## src/rtl/mem_port_arbiter.sv

```systemverilog
// Arbitrates one negedge-clocked single-port RAM between instruction fetch and
// data load/store. Data has priority, and a saturating counter bounds fetch starvation.
module mem_port_arbiter #(
    parameter int ADDR_W = 32,
    parameter int DATA_W = 32,
    parameter int D_MAX  = 4
) (
    input  logic              clk,
    input  logic              rst,
    input  logic              i_req,
    input  logic [ADDR_W-1:0] i_addr,
    output logic              i_ack,
    output logic [DATA_W-1:0] i_rdata,
    input  logic              d_req,
    input  logic              d_we,
    input  logic [ADDR_W-1:0] d_addr,
    input  logic [DATA_W-1:0] d_wdata,
    output logic              d_ack,
    output logic [DATA_W-1:0] d_rdata,
    output logic [ADDR_W-1:0] mem_addr,
    output logic [DATA_W-1:0] mem_d,
    output logic              mem_we,
    input  logic [DATA_W-1:0] mem_q,
    output logic              busy
);

    localparam logic [1:0] IDLE = 2'd0;
    localparam logic [1:0] ACC  = 2'd1;
    localparam logic [1:0] RESP = 2'd2;
    localparam logic [3:0] DCNT_MAX = 4'(D_MAX);

    logic [1:0]        state_reg, state_next;
    logic              sel_reg, sel_next;
    logic [3:0]        dcnt_reg, dcnt_next;
    logic [ADDR_W-1:0] addr_reg, addr_next;
    logic [DATA_W-1:0] wdata_reg, wdata_next;
    logic              we_reg, we_next;
    logic              busy_reg;
    logic [1:0]        ack_reg, ack_next;     // bit 0 = fetch, bit 1 = data
    logic [DATA_W-1:0] rdata_reg [2];
    logic              grant_d;

    // Fetch only overrides a pending data request once data has won D_MAX times in a row.
    assign grant_d = d_req && !(i_req && dcnt_reg == DCNT_MAX);

    always_comb begin
        state_next = state_reg;
        sel_next   = sel_reg;
        dcnt_next  = dcnt_reg;
        addr_next  = addr_reg;
        wdata_next = wdata_reg;
        we_next    = we_reg;
        ack_next   = '0;
        case (state_reg)
            IDLE: begin
                if (grant_d) begin
                    sel_next   = 1'b1;
                    addr_next  = d_addr;
                    wdata_next = d_wdata;
                    we_next    = d_we;
                    state_next = ACC;
                    if (!i_req)
                        dcnt_next = '0;
                    else if (dcnt_reg != DCNT_MAX)
                        dcnt_next = dcnt_reg + 4'd1;
                end else if (i_req) begin
                    sel_next   = 1'b0;
                    addr_next  = i_addr;
                    wdata_next = '0;
                    we_next    = 1'b0;
                    state_next = ACC;
                    dcnt_next  = '0;
                end
            end
            ACC: begin
                ack_next[sel_reg] = 1'b1;
                we_next           = 1'b0;
                state_next        = RESP;
            end
            RESP:    state_next = IDLE;
            default: state_next = IDLE;
        endcase
    end

    always_ff @(posedge clk) begin
        if (rst) begin
            state_reg <= IDLE;
            sel_reg   <= 1'b0;
            dcnt_reg  <= '0;
            addr_reg  <= '0;
            wdata_reg <= '0;
            we_reg    <= 1'b0;
            ack_reg   <= '0;
            busy_reg  <= 1'b0;
        end else begin
            state_reg <= state_next;
            sel_reg   <= sel_next;
            dcnt_reg  <= dcnt_next;
            addr_reg  <= addr_next;
            wdata_reg <= wdata_next;
            we_reg    <= we_next;
            ack_reg   <= ack_next;
            busy_reg  <= (state_next != IDLE);
        end
    end

    // Read data is captured at the posedge closing ACC, into the granted port only.
    genvar gi;
    generate
        for (gi = 0; gi < 2; gi++) begin : g_rdata
            always_ff @(posedge clk) begin
                if (rst)
                    rdata_reg[gi] <= '0;
                else if (state_reg == ACC && sel_reg == 1'(gi))
                    rdata_reg[gi] <= mem_q;
            end
        end
    endgenerate

    assign i_ack    = ack_reg[0];
    assign d_ack    = ack_reg[1];
    assign i_rdata  = rdata_reg[0];
    assign d_rdata  = rdata_reg[1];
    assign mem_addr = addr_reg;
    assign mem_d    = wdata_reg;
    assign mem_we   = we_reg;
    assign busy     = busy_reg;

endmodule

```

## config.mk

```make
export PLATFORM = sky130hd
export DESIGN_NAME = mem_port_arbiter
export DESIGN_NICKNAME = d
export VERILOG_FILES = /design/src/rtl/mem_port_arbiter.sv
export SDC_FILE = /design/constraint.sdc
export NUM_CORES = 1
export LEC_CHECK = 0
export ABC_AREA = 0
export BUFFER_PORTS_ARGS = -buffer_cell sky130_fd_sc_hd__buf_4
export CAP_MARGIN = 20
export CORE_ASPECT_RATIO = 1.2
export CORE_MARGIN = 1.5
export CORE_UTILIZATION = 25
export CTS_BUF_LIST = sky130_fd_sc_hd__clkbuf_8
export DETAILED_ROUTE_END_ITERATION = 12
export SLEW_MARGIN = 20
export SYNTH_ARGS = -nofsm -noshare
export SYNTH_HDL_FRONTEND = slang
export SYNTH_SLANG_ARGS = --single-unit
```

## constraint.sdc

```tcl
create_clock -name clk -period 2.46 [get_ports clk]
set_input_delay 0.123 -clock clk [delete_from_list [all_inputs] [get_ports clk]]
set_output_delay 0.123 -clock clk [all_outputs]
set_load 0.05 [all_outputs]
```

# Word-level counts from Yosys, hierarchy flattened
# Memory sizes are Yosys's and may differ from the RTL's.
# Index checks and enable logic that the tools add are counted.
[word_totals] reg_bits=75 latch_bits=0 ramBits=64 rom_bits=0 inputBits=133 wordCells=62 memories=1
[memory_table] memory="rdata_reg" words=2 width=32 rd=2 rd_ports_with_merged_regs=0 wr=2 line="40" text="logic [DATA_W-1:0] rdata_reg [2];"
[classes] add_sub_neg=1 n_mul=0 div=0 order_cmp=2 eq_ne=5 shifts=0 n_mux=27 bitwise_logic=4 reduce_logical=14
[ops] cell="2-to-1 mux 32 bit" count=6
[ops] cell="2-to-1 mux 4 bit" count=4
[ops] cell="2-to-1 mux 1 bit" count=12
[ops] cell="nonzero test 2 bit" count=3
[ops] cell="logical AND 1 bit" count=5
[ops] cell="adder 4 x 1 -> 4 bit (second input constant)" count=1
[ops] cell="equality test 4 x 3 -> 1 bit (second input constant)" count=1
[ops] cell="2-to-1 mux 2 bit" count=2
[ops] cell="!= test 4 x 3 -> 1 bit (second input constant)" count=1
[ops] cell="case mux 2 bit (2 select lines)" count=1
[ops] cell="AND reduction 2 bit" count=2
[ops] cell="!= test 3 x 2 -> 1 bit (second input constant)" count=1
[ops] cell="!= test 3 bit (second input constant)" count=1
[ops] cell="AND reduction 3 bit" count=1
[ops] cell="equality test 2 x 1 -> 1 bit (second input constant)" count=1
[ops] cell="logical NOT 2 bit" count=1
[ops] cell="< comparator 1 x 2 -> 1 bit (second input constant)" count=1
[ops] cell="NOT 1 bit" count=2
[ops] cell="bitwise OR 1 bit" count=2
[ops] cell="case mux 1 bit (2 select lines)" count=1
[ops] cell="OR reduction 2 bit" count=1
[ops] cell="demux 1 bit (select 1 bit)" count=1
[ops] cell=">= comparator 1 bit (second input constant)" count=1
[ops] cell="logical NOT 1 bit" count=1

# Longest topological paths before layout
# Gate-level depths: netlist (run 1).
[logic_depth] word_depth=7 ltp_mapped=6

# Least setup slack after synthesis (run 1)
# Ideal clock, no wire load.
[synth_path] path_kind="reg-to-reg" from="reg state_reg[1]" to="mem rdata_reg[0][0], enable pin" setup_time_ns=0.428 t_arrival_ns=2.112 setup_slack_ns=-0.080 path_stages_with_launch=3 path_buffers=0 cell_sequence="dfxtp_1 -> nand2b_1 -> o21bai_1"
[synth_rtl] element="from (decl)" line="32" text="logic [1:0] state_reg, state_next;"
[synth_rtl] element="from (signal assigned)" line="96" text="state_reg <= state_next;"
[synth_rtl] element="to (decl)" line="40"

# Worst setup path after layout (run 1)
[layout_path] from="reg state_reg[1]" to="reg addr_reg[10], in the netlist mem_addr[10]"
[layout_via] elab_chain_cells=2
[layout_rtl] element="logical NOT 2 bit" line="54" text="case (state_reg)"
[layout_rtl] element="AND reduction 2 bit (no line)"
[layout_rtl] element="to (signal assigned)" line="99" text="addr_reg <= addr_next;"
[layout_rtl] element="to (decl)" line="35" text="logic [ADDR_W-1:0] addr_reg, addr_next;"
# No other way between the ends.
# A chain may end at the register's enable or synchronous reset.

==> impl_summary.md, run 1 <==
STA
Setup repair after global routing left no endpoint under its margin. The final critical-path share of the clock period is 79.27%. The total count of hold-check failures in the final report was 0. At the pin with the least slew margin, the transition time is 1097 ps. The final-report max-slew violation count was 0. The worst pin sits at a relative slew slack of 26.70%. The final period demand of the worst path is 1950 ps.

The setup clock skew after layout is 12.71 ps. Setup violations remaining at the end of the flow were counted as 0. The maximum clock frequency is 512.8 MHz.

Clock tree
The number of buffers inserted to repair setup after CTS is 0. Clock tree synthesis selected as its root buffer the cell clkbuf_8. In this run, CTS created clock tree buffers numbering 17. CTS saw 139 sinks.

The clock latency on the worst-skew pair is 450 ps. The post-cts sizing count is 0. Counting along the longest clock path gives a buffer depth of 2. The clock-pin transition on the worst setup and hold timing paths is 100 ps. In this run the number of H-tree levels came out at 4. TritonCTS built the clock tree. The number of buffers inserted for hold repair after clock tree synthesis is 130.

Worst setup path
The path type of the worst setup path is flip-flop to flip-flop. Walking the worst path, the cells encountered are or2_1 -> nor2_4 -> a311oi_1. The buffers plus inverters on the worst setup path is 0. The kind of start point of the critical path is a flip-flop. Following the worst setup path forward leads to its endpoint at mem_addr[10]. The launch point of the worst path is state_reg[1]. The largest fanout on the critical path is 33.

The cell with the largest stage delay on the worst path is nor2_4. In this run the number of cells on the critical path is 3. The startpoint of the lowest-slack register-to-register path is state_reg[1]. The worst path required time is 2720 ps. STA classifies the critical path endpoint as a flip-flop. The dominant delay contributor by cell family on the critical path is simple AND/OR/NAND/NOR gates.

The end of the worst register-to-register path is mem_addr[10]. The arrival time at the worst endpoint is 2210 ps. The delay of the slowest cell on the worst path is 860 ps.

In this run the register-to-register setup slack is 510 ps. The worst register-to-register path has a depth of 3.

Route
The number of nets with antenna violations after routing is 0. The first routing iteration left 340 violations. Dividing the detail-routed wire length by the instance count gives 16.82 µm. Using the TritonRoute via totals, the vias-per-cell ratio works out to 4.765. The detailed-route DRC error count is 0. For this run, the detailed router's first-pass iteration total came to 4. The total number of vias is 5,670. The final layout contains routed wiring with a total length of 20,010 µm.

Global route
The number of antenna violations at the first check in global routing is 0. The total track usage is 16.45%. The via count of the first global-routing pass came to 5,737. The first global-routing pass estimated 30,830 µm of wire. Global routing finished with a remaining overflow of 0.

Entering global routing, the biggest net connects 51 pins.

Layout
Of the cells placed in the final design, the portion with a size suffix greater than 1 is 37.21%. In the layout the commonest cells are 277 x buf_4, 130 x dlygate4sd3_1, 75 x dfxtp_1. The register with the most flip-flops in the layout has 64 of them. The post-layout utilization of the core is 42.91%. The total number of nets in the final design is 1,033. The synthesis-to-finish area growth is 67.24%. The number of antenna diodes is 0. The most common cell after layout, fill and taps aside is buf_4.

Die
The vertical extent of the die is 169.5 µm. The number of placed I/O pins is 265. Row generation in the floorplan step produced 60 rows.

The chip width is 141.8 µm. The core area is 22,520 µm². The area of the die is 24,040 µm².

The initial utilization of the core area, before any placement, comes to 25.66%.

Synth
The post-synth net total is 664. Counting flops with a built-in enable in the synthesized netlist gives 64. The predominant post-synthesis flop cell is dfxtp_1.

The netlist area before placement is 5778 µm². The count of distinct cell types in the synthesized netlist is 33. The register bit total from synthesis is 139. The sequential fraction of the synthesis area is 59.25%.

The post-synthesis cell count is 529. By area the synthesized netlist is led by edfxtp_1 33%, dfxtp_1 26%, a21oi_1 6.0%, nand3_1 5.8%, a311oi_2 5.2%. The share of flip-flops with an asynchronous set or reset after synthesis is 0%.

The fraction of synthesized cell area taken by the top area cell type is 33.26%. For this run, the number of Yosys warnings is 0. The cell accounting for the most synthesized area is edfxtp_1. The synthesized area per cell is 10.92 µm².

Power
The power density over the cells is 642.8 nW/µm². The standby leakage power is 4.113 nW. The total power is 6.211 mW. IR analysis of the VDD net gives a maximum drop of 0.0003073 V.

Placed design
Summed over all nets, the half-perimeter wirelength after detailed placement is 12,230 µm. The final estimated routing congestion in global placement is 0.7641. The number of buffer cells added on primary ports is 264.

Outcome
The flow ran to the end, and the final reports show no timing, DRC or antenna violations.

Run
The tool flagged a number of max-cap violations equal to 0.

Worst hold path
The tightest min-delay check is of the primary input to flip-flop type.
[per-layer routing]
metal	up-vias	wire length [µm]	GRT usage, %
met5	-	0	0
met4	0	540	7.261
met3	34	1257	3.979
met2	231	9681	27.59
met1	2694	8532	19.99
li1	2711	-	-
[metrics by stage]
stage / TNS [ps] / cells / instance area (µm²) / setup slack [ps] / hold slack, ps
finish: 0 / 1190 / 9663 / 509.9 / 125.5
global route: 0 / 1190 / 9663 / 379.3 / 132.2
CTS: 0 / 1190 / 9663 / 491.3 / 81.45
detailed placement: 0 / 1028 / 7973 / 520.0 / 393.3
global placement: 0 / 1028 / 7968 / 406.6 / 387.0
floorplan: -5099 / 529 / 5778 / -79.67 / 270.7
[power by group]
part | leakage [nW] | switching, mW | internal, mW
Combinational | 2.63 | 1.07 | 0.628
Clock | 0.195 | 1.08 | 0.761
Sequential | 1.29 | 0.0807 | 2.59
[logic make-up (layout without fill, tap and decap cells)]
family | Yosys count | count (layout) | synth area share (%)
simple gates | 151 | 151 | 15.20
buf+inv | 62 | 444 | 5.435
fa+ha+maj | 2 | 2 | 0.4330
flops | 139 | 139 | 59.25
compound gates | 173 | 173 | 19.38
xor+xnor | 2 | 2 | 0.3032
[cell type report]
class,count,area [µm²]
multi-input combinational,328,2086
fill,2144,12860
clock buffer,17,234.0
tap,279,349.1
inverter,4,15.01
sequential,139,3423
timing repair buffer,408,3401
clock inverter,15,155.1
[cells in the mapped netlist (all sizes together) (3+ instances only)]
cell type and count:
edfxtp 64, nand4 3, dfxtp 75, clkbuf 26, and2 32, and3 32, nand3 67, buf 32
nor3 5, nor2 4, inv 4, a311oi 32, o21ai 69, a21oi 69
[how the worst min path moves through the flow]
stage | cells after the start | end | slack, ps | from
final | 2 | sel_reg | 130 | rst
after floorplan | 2 | mem_d[0] | 270 | d_wdata[0]
after global placement | 3 | mem_d[23] | 390 | d_wdata[23]
after CTS | 2 | sel_reg | 80 | rst
after detailed placement | 3 | mem_d[10] | 390 | d_wdata[10]
after global routing | 2 | mem_addr[15] | 130 | rst
[worst reg2reg max path, cell delays in order (launching register included)]
cell and delay (ps):
dfxtp_1 400, or2_1 290, nor2_4 860, a311oi_1 230
(Power assumes the default switching activity.)
==> run 2, diff against run 1 <==
- clock period: 2.46 -> 2 ns (I/O delays scaled with it)
==> run 2 against run 1 <==
  * Clock power rose by 25%
  * Cell count rose by 0.50%
  * Design area rose by 1.4%
  * Total power rose by 24%
  * Sequential share of layout area fell by 0.49 points
  * Largest cell class is now non-clock buffers
  * Largest power group unchanged
  * Maximum frequency rose by 16%
==> impl_summary.md, run 2 (same netlist as run 1, synthesis figures left out) <==
Layout
The flip-flop count of the largest register after layout came to 64 (unchanged). The most common cell after layout, fill and taps aside is buf_4. The area growth from synthesis to layout is 69.60%. The post-layout utilization of the core is 43.51% (+0.61 points).

The fraction of final layout cells sized beyond drive strength 1 came to 37.51% (+0.30 points). The number of antenna diodes came to 0 (unchanged). In the layout the commonest cells are 275 x buf_4, 131 x dlygate4sd3_1, 75 x dfxtp_1. The total number of nets in the final design came to 1,039 (+0.58%).

STA
The final critical-path share of the clock period is 84.38% (+5.1 points). The total count of hold-check failures in the final report is 0 (unchanged). The final-report max-slew violation count is 0 (unchanged).

The normalized max-slew margin was 56.19% (+29 points). The final-report setup violation count is 0 (unchanged). The setup TNS came to 0 ps (unchanged).

Setup repair after global routing left no endpoint under its margin. The maximum clock frequency is 592.6 MHz (+16%). The setup clock skew after layout came to 8.235 ps (-4.474 ps). The transition at the pin with the smallest max-transition slack came to 655.6 ps (-441.2 ps).

The final period demand of the worst path is 1688 ps (-262.6 ps).

Power
The maximum vdd drop was 0.0003651 V (+19%). The power density over the cells was 787.5 nW/µm² (+23%). The standby leakage power is 4.160 nW (+1.1%). The total power was 7.717 mW (+24%).

Die
The number of placement rows is 60 (unchanged). The vertical extent of the die is 169.5 µm (unchanged). The initial core utilization is 25.66% (unchanged).

The chip width is 141.8 µm (unchanged). The area of the die is 24,040 µm² (unchanged). The core area is 22,520 µm² (unchanged). The number of placed I/O pins is 265 (unchanged).

Worst hold path
The count of cells along the worst hold path is 3 (+1). The worst hold path terminates at mem_addr[25]. The worst hold path class is primary input to flip-flop.

The startpoint identified for the worst hold timing path is d_req.

Global route
The met3 capacity usage during global routing is 3.499% (-0.48 points). The total track usage was 16.60% (+0.15 points). The via count of the first global-routing pass was 5,835 (+1.7%). The global-route wire length before repair is 31,080 µm (+0.83%).

The layer with the highest usage is met2. The global routing usage on met1 was 19.87% (-0.12 points). The pin count of the biggest net entering global routing was 51 (unchanged). The remaining global-route overflow is 0 (unchanged). The met2 demand-to-capacity share in global routing is 27.78% (+0.19 points). The number of antenna violations at the first check in global routing is 0 (unchanged).

Clock tree
The tree is rooted in a clkbuf_8. The clock latency on the worst-skew pair is 440 ps (about the same). The maximum clock path buffer count is 2 (unchanged). The clock-pin transition on the worst setup and hold timing paths is 90 ps (about the same). The post-cts sizing count is 0 (unchanged). The number of buffers inserted for hold repair after clock tree synthesis is 130 (unchanged).

The TritonCTS clock tree is yes. The count of clock tree sinks is 139 (unchanged). The number of buffers inserted during clock tree synthesis came to 17 (unchanged). The H-tree level count is 4 (unchanged). The number of buffers inserted to repair setup after CTS is 0 (unchanged).

Worst setup path
The worst register-to-register path begins at dcnt_reg[0]. The path type of the worst setup path is flip-flop to flip-flop. The cell count of the worst reg-to-reg path came to 6 (+3). The register-to-register setup slack is 310 ps (-200 ps). The worst path required time is 2340 ps (-380 ps).

The kind of start point of the critical path is a flip-flop. The arrival time at the worst endpoint is 2020 ps (-190 ps). The largest fanout on the critical path was 23 (-30%). The category of the worst setup path capture point is a flip-flop. The end of the worst register-to-register path is mem_addr[0].

Route
The post-detailed-routing wire length is 20,200 µm (+0.93%). The routed wire length per instance came to 16.89 µm (+0.43%). The number of iterations in the first detailed-routing pass is 6 (+2). The vias per cell is 4.794 (+0.62%).

The detailed-route DRC error count was 0 (unchanged). The number of nets with antenna violations after routing is 0 (unchanged). The total number of vias is 5,734 (+1.1%). The violation count after the first detailed-route iteration came to 381 (+12%).

Placed design
The half-perimeter wire length after placement is 12,420 µm (+1.5%). The final estimated routing congestion in global placement is 0.7518 (-1.6%). The number of buffer cells added on primary ports is 264 (unchanged).

Outcome
The flow ran to the end, and the final reports show no timing, DRC or antenna violations.

Run
The number of violations of the max-capacitance limit is 0 (unchanged).
## run 2: worst max-delay path: stages, from the launching register on
cell      delay (ps)
dfxtp_1          380
inv_1             70
ha_1             240
nand4b_4         260
buf_12           210
nand3_1           90
a311oi_1         330
## run 2: how the worst max path moves through the flow
stage	depth (start not counted)	slack, ps	endpoint	startpoint
2_1_floorplan	2	-540	rdata_reg[0][0]	state_reg[1]
3_3_place_gp	3	190	rdata_reg[1][11]	state_reg[1]
3_5_place_dp	3	130	rdata_reg[1][20]	state_reg[1]
4_1_cts	3	90	rdata_reg[1][30]	state_reg[1]
5_1_grt	6	170	mem_addr[31]	dcnt_reg[0]
6_report	6	310	mem_addr[0]	dcnt_reg[0]
## run 2: where the power goes
group,leakage [nW],switching (mW),internal (mW)
clock,0.182,1.28,1.03
combinational,2.69,1.32,0.804
sequential,1.29,0.100,3.19
## run 2: metrics by stage
stage,hold WS [ps],cell area [µm²],instances,setup WS (ps)
finish,64.62,9799,1196,312.5
global route,50.06,9799,1196,170.5
CTS,29.69,9784,1195,93.23
detailed placement,370.0,8093,1033,129.5
global placement,364.4,8093,1033,185.1
floorplan,247.7,5778,529,-539.7
## run 2: layer usage
layer  up-vias  share of wire [%]
li1       2719                  -
met4         0                4.1
met3        57                5.9
met2       264                 48
met5         -                  0
met1      2694                 42
## run 2: area by class of cell
cell class	instances	area [µm²]
Clock inverter	15	156.4
Multi-Input combinational cell	328	2086
Clock buffer	17	234.0
Sequential cell	139	3423
Fill cell	2150	12720
Timing Repair Buffer	414	3536
Inverter	4	15.01
Tap cell	279	349.1
==> run 3, diff against run 2 <==
- clock period: 2 -> 1.7 ns (I/O delays scaled with it)
==> run 3 against run 2 <==
  * Clock power increased by 16%
  * First-iteration DRC count is 7.1% lower
  * Clock skew is 4.9 ps higher
  * Wire length grew 2.0%
  * Critical path type unchanged
  * Largest cell class unchanged
==> impl_summary.md, run 3 (same netlist as run 1, synthesis figures left out) <==
Worst hold path
The worst hold path class is primary input to flip-flop. The path with the worst hold slack has its endpoint at ack_reg[0]. The count of cells along the worst hold path is 3 (unchanged). The hold path startpoint is rst.

Layout
The final cell count without fillers is 1,205 (+0.75%). The area of all placed cells without fillers is 9878 µm² (+0.80%). From synthesis to final layout, the design area changed by 70.96%. The most common cell after layout, fill and taps aside is buf_4. Leaving out fill and tap cells, the most frequent cells in the layout are 280 x buf_4, 131 x dlygate4sd3_1, 75 x dfxtp_1.

The fraction of final layout cells sized beyond drive strength 1 is 38.10% (+0.58 points). The flip-flop count of the largest register after layout is 64 (unchanged). The post-layout utilization of the core came to 43.86% (+0.35 points). The total number of nets in the final design came to 1,046 (+0.67%).

Outcome
The flow ran to the end, and the final reports show no timing, DRC or antenna violations.

Power
The maximum vdd drop was 0.0004334 V (+19%). The power density over the cells is 917.6 nW/µm² (+17%). The fraction of power spent switching nets is 34.60% (-0.33 points).

The clock network fraction of total power is 29.5% (-0.4 points). The total net switching power is 3.137 mW (+16%). The sequential fraction of design power came to 42.7% (about the same). The standby leakage power was 4.219 nW (+1.4%).

The internal power consumption is 5.928 mW (+18%). The combinational share of power was 27.8% (+0.3 points).

Die
The chip width is 141.8 µm (unchanged). The core area is 22,520 µm² (unchanged). The vertical extent of the die is 169.5 µm (unchanged).

The initial core utilization is 25.66% (unchanged). The number of placement rows is 60 (unchanged). The area of the die is 24,040 µm² (unchanged). The number of placed I/O pins came to 265 (unchanged).

Route
The vias per cell was 4.812 (+0.36%). The routed wire length per instance was 17.09 µm (+1.2%). The number of nets with antenna violations after routing was 0 (unchanged). The post-detailed-routing wire length came to 20,600 µm (+2.0%). The detailed-route DRC error count is 0 (unchanged). The violation count after the first detailed-route iteration came to 354 (-7.1%).

The number of iterations in the first detailed-routing pass is 5 (-1). The total number of vias was 5,798 (+1.1%).

Worst setup path
The critical path goes through inv_1 -> ha_1 -> and4b_2 -> buf_12 -> o21ai_0 -> a311oi_1. Among all stages on the critical path, the largest delay is contributed by dfxtp_1. The startpoint of the lowest-slack register-to-register path is dcnt_reg[0]. STA classifies the critical path endpoint as a flip-flop. The cell count of the worst reg-to-reg path is 6 (unchanged).

The buffers plus inverters on the worst setup path is 2 (unchanged). The register-to-register setup slack is 140 ps (-170 ps). The path type of the worst setup path is flip-flop to flip-flop.

The worst path required time is 2050 ps (-290 ps). The dominant delay contributor by cell family on the critical path is compound AO/OA/AOI/OAI gates. The largest fanout on the critical path was 28 (+22%). The worst setup path is launched from a flip-flop. The end of the worst register-to-register path is mem_addr[1]. The delay of the slowest cell on the worst path is 340 ps (-40 ps). The arrival time at the worst endpoint came to 1910 ps (-110 ps).

Clock tree
The number of buffers inserted to repair setup after CTS is 0 (unchanged). The clock latency on the worst-skew pair came to 440 ps (about the same). The clock-pin transition on the worst setup and hold timing paths is 90 ps (about the same). The number of buffers inserted during clock tree synthesis was 17 (unchanged).

The TritonCTS clock tree is yes. The root cell of the clock tree is clkbuf_8. The count of clock tree sinks is 139 (unchanged). The H-tree level count was 4 (unchanged). The maximum clock path buffer count was 2 (unchanged).

STA
Setup repair after global routing left no endpoint under its margin. The final period demand of the worst path is 1555 ps (-132.3 ps). The transition at the pin with the smallest max-transition slack is 504.5 ps (-151.1 ps). The maximum clock frequency came to 643.0 MHz (+8.5%). The final-report setup violation count came to 0 (unchanged). The normalized max-slew margin is 66.37% (+10 points). The worst hold margin is 49.61 ps (-15.01 ps). The total count of hold-check failures in the final report came to 0 (unchanged). The final-report max-slew violation count was 0 (unchanged).

The setup clock skew after layout is 13.09 ps (+4.857 ps). The final critical-path share of the clock period is 91.49% (+7.1 points).

Placed design
The half-perimeter wire length after placement is 12,610 µm (+1.5%). The total instance count after detailed placement was 1,040 (+0.68%). The total placed instance area is 8177 µm² (+1.0%). The final estimated routing congestion in global placement is 0.7211 (-4.1%).

The number of buffer cells added on primary ports is 264 (unchanged).

Global route
The number of antenna violations at the first check in global routing was 1 (+1). The via count of the first global-routing pass is 5,851 (+0.27%). The remaining global-route overflow is 0 (unchanged). The pin count of the biggest net entering global routing was 44 (-14%). The total track usage is 16.85% (+0.25 points). The global-route wire length before repair is 31,460 µm (+1.2%).

Run
The number of violations of the max-capacitance limit is 0 (unchanged).
## run 3: cell count changes in the layout (fill, tap and decap cells not counted), sizes merged
cell and delta:
buf +7, clkinv +4, inv +1, diode +2
clkinvlp -5
## run 3: layer usage
layer	vias to the layer above	GRT usage [%]	wire (µm)
met2	250	28.44	10290
met4	0	7.710	677
li1	2740	-	-
met3	47	4.148	1197
met1	2761	20.18	8431
met5	-	0	0
## run 3: timing repair
action                                 CTS  global route
hold buffers                           131             0
endpoints found under the hold margin  133             0
setup endpoints to repair                0             1
gates resized for setup                  0             1
## run 3: metrics by stage
stage                     total power, mW  TNS [ps]  setup WS [ps]
after floorplan                     5.350    -11560         -180.6
final                               9.064         0          144.8
after global routing                9.476         0          15.07
after CTS                           9.173         0          133.9
after detailed placement            6.226         0          144.0
after global placement              6.206         0          203.4
## run 3: worst max-delay path by stage
stage / start / endpoint / slack (ps) / depth (start not counted)
detailed placement: dcnt_reg[0] / mem_addr[1] / 140 / 6
finish: dcnt_reg[0] / mem_addr[1] / 140 / 6
global route: dcnt_reg[0] / mem_addr[1] / 20 / 6
global placement: dcnt_reg[0] / mem_addr[23] / 200 / 6
CTS: dcnt_reg[0] / mem_addr[1] / 130 / 6
floorplan: state_reg[1] / rdata_reg[0][0] / -180 / 2
## run 3: power groups by stage
| stage | Combinational [mW] | Sequential, mW | Clock, mW |
|---|---|---|---|
| after CTS | 2.53 | 3.87 | 2.78 |
| after detailed placement | 2.28 | 3.95 | 0 |
| after floorplan | 0.564 | 4.79 | 0 |
| after global routing | 2.65 | 3.90 | 2.93 |
| final | 2.52 | 3.87 | 2.67 |
| after global placement | 2.27 | 3.94 | 0 |
## run 3: cell type report
cell class	instances	area, µm²
antenna	2	5.005
multi-input combinational	328	2088
fill	2100	12640
clock inverter	15	150.1
clock buffer	17	234.0
timing repair buffer	421	3613
sequential	139	3423
inverter	4	15.01
tap	279	349.1
## run 3: worst register-to-register path: stages (launching register included)
cell	delay [ps]
dfxtp_1	340
inv_1	80
ha_1	210
and4b_2	290
buf_12	190
o21ai_0	110
a311oi_1	250
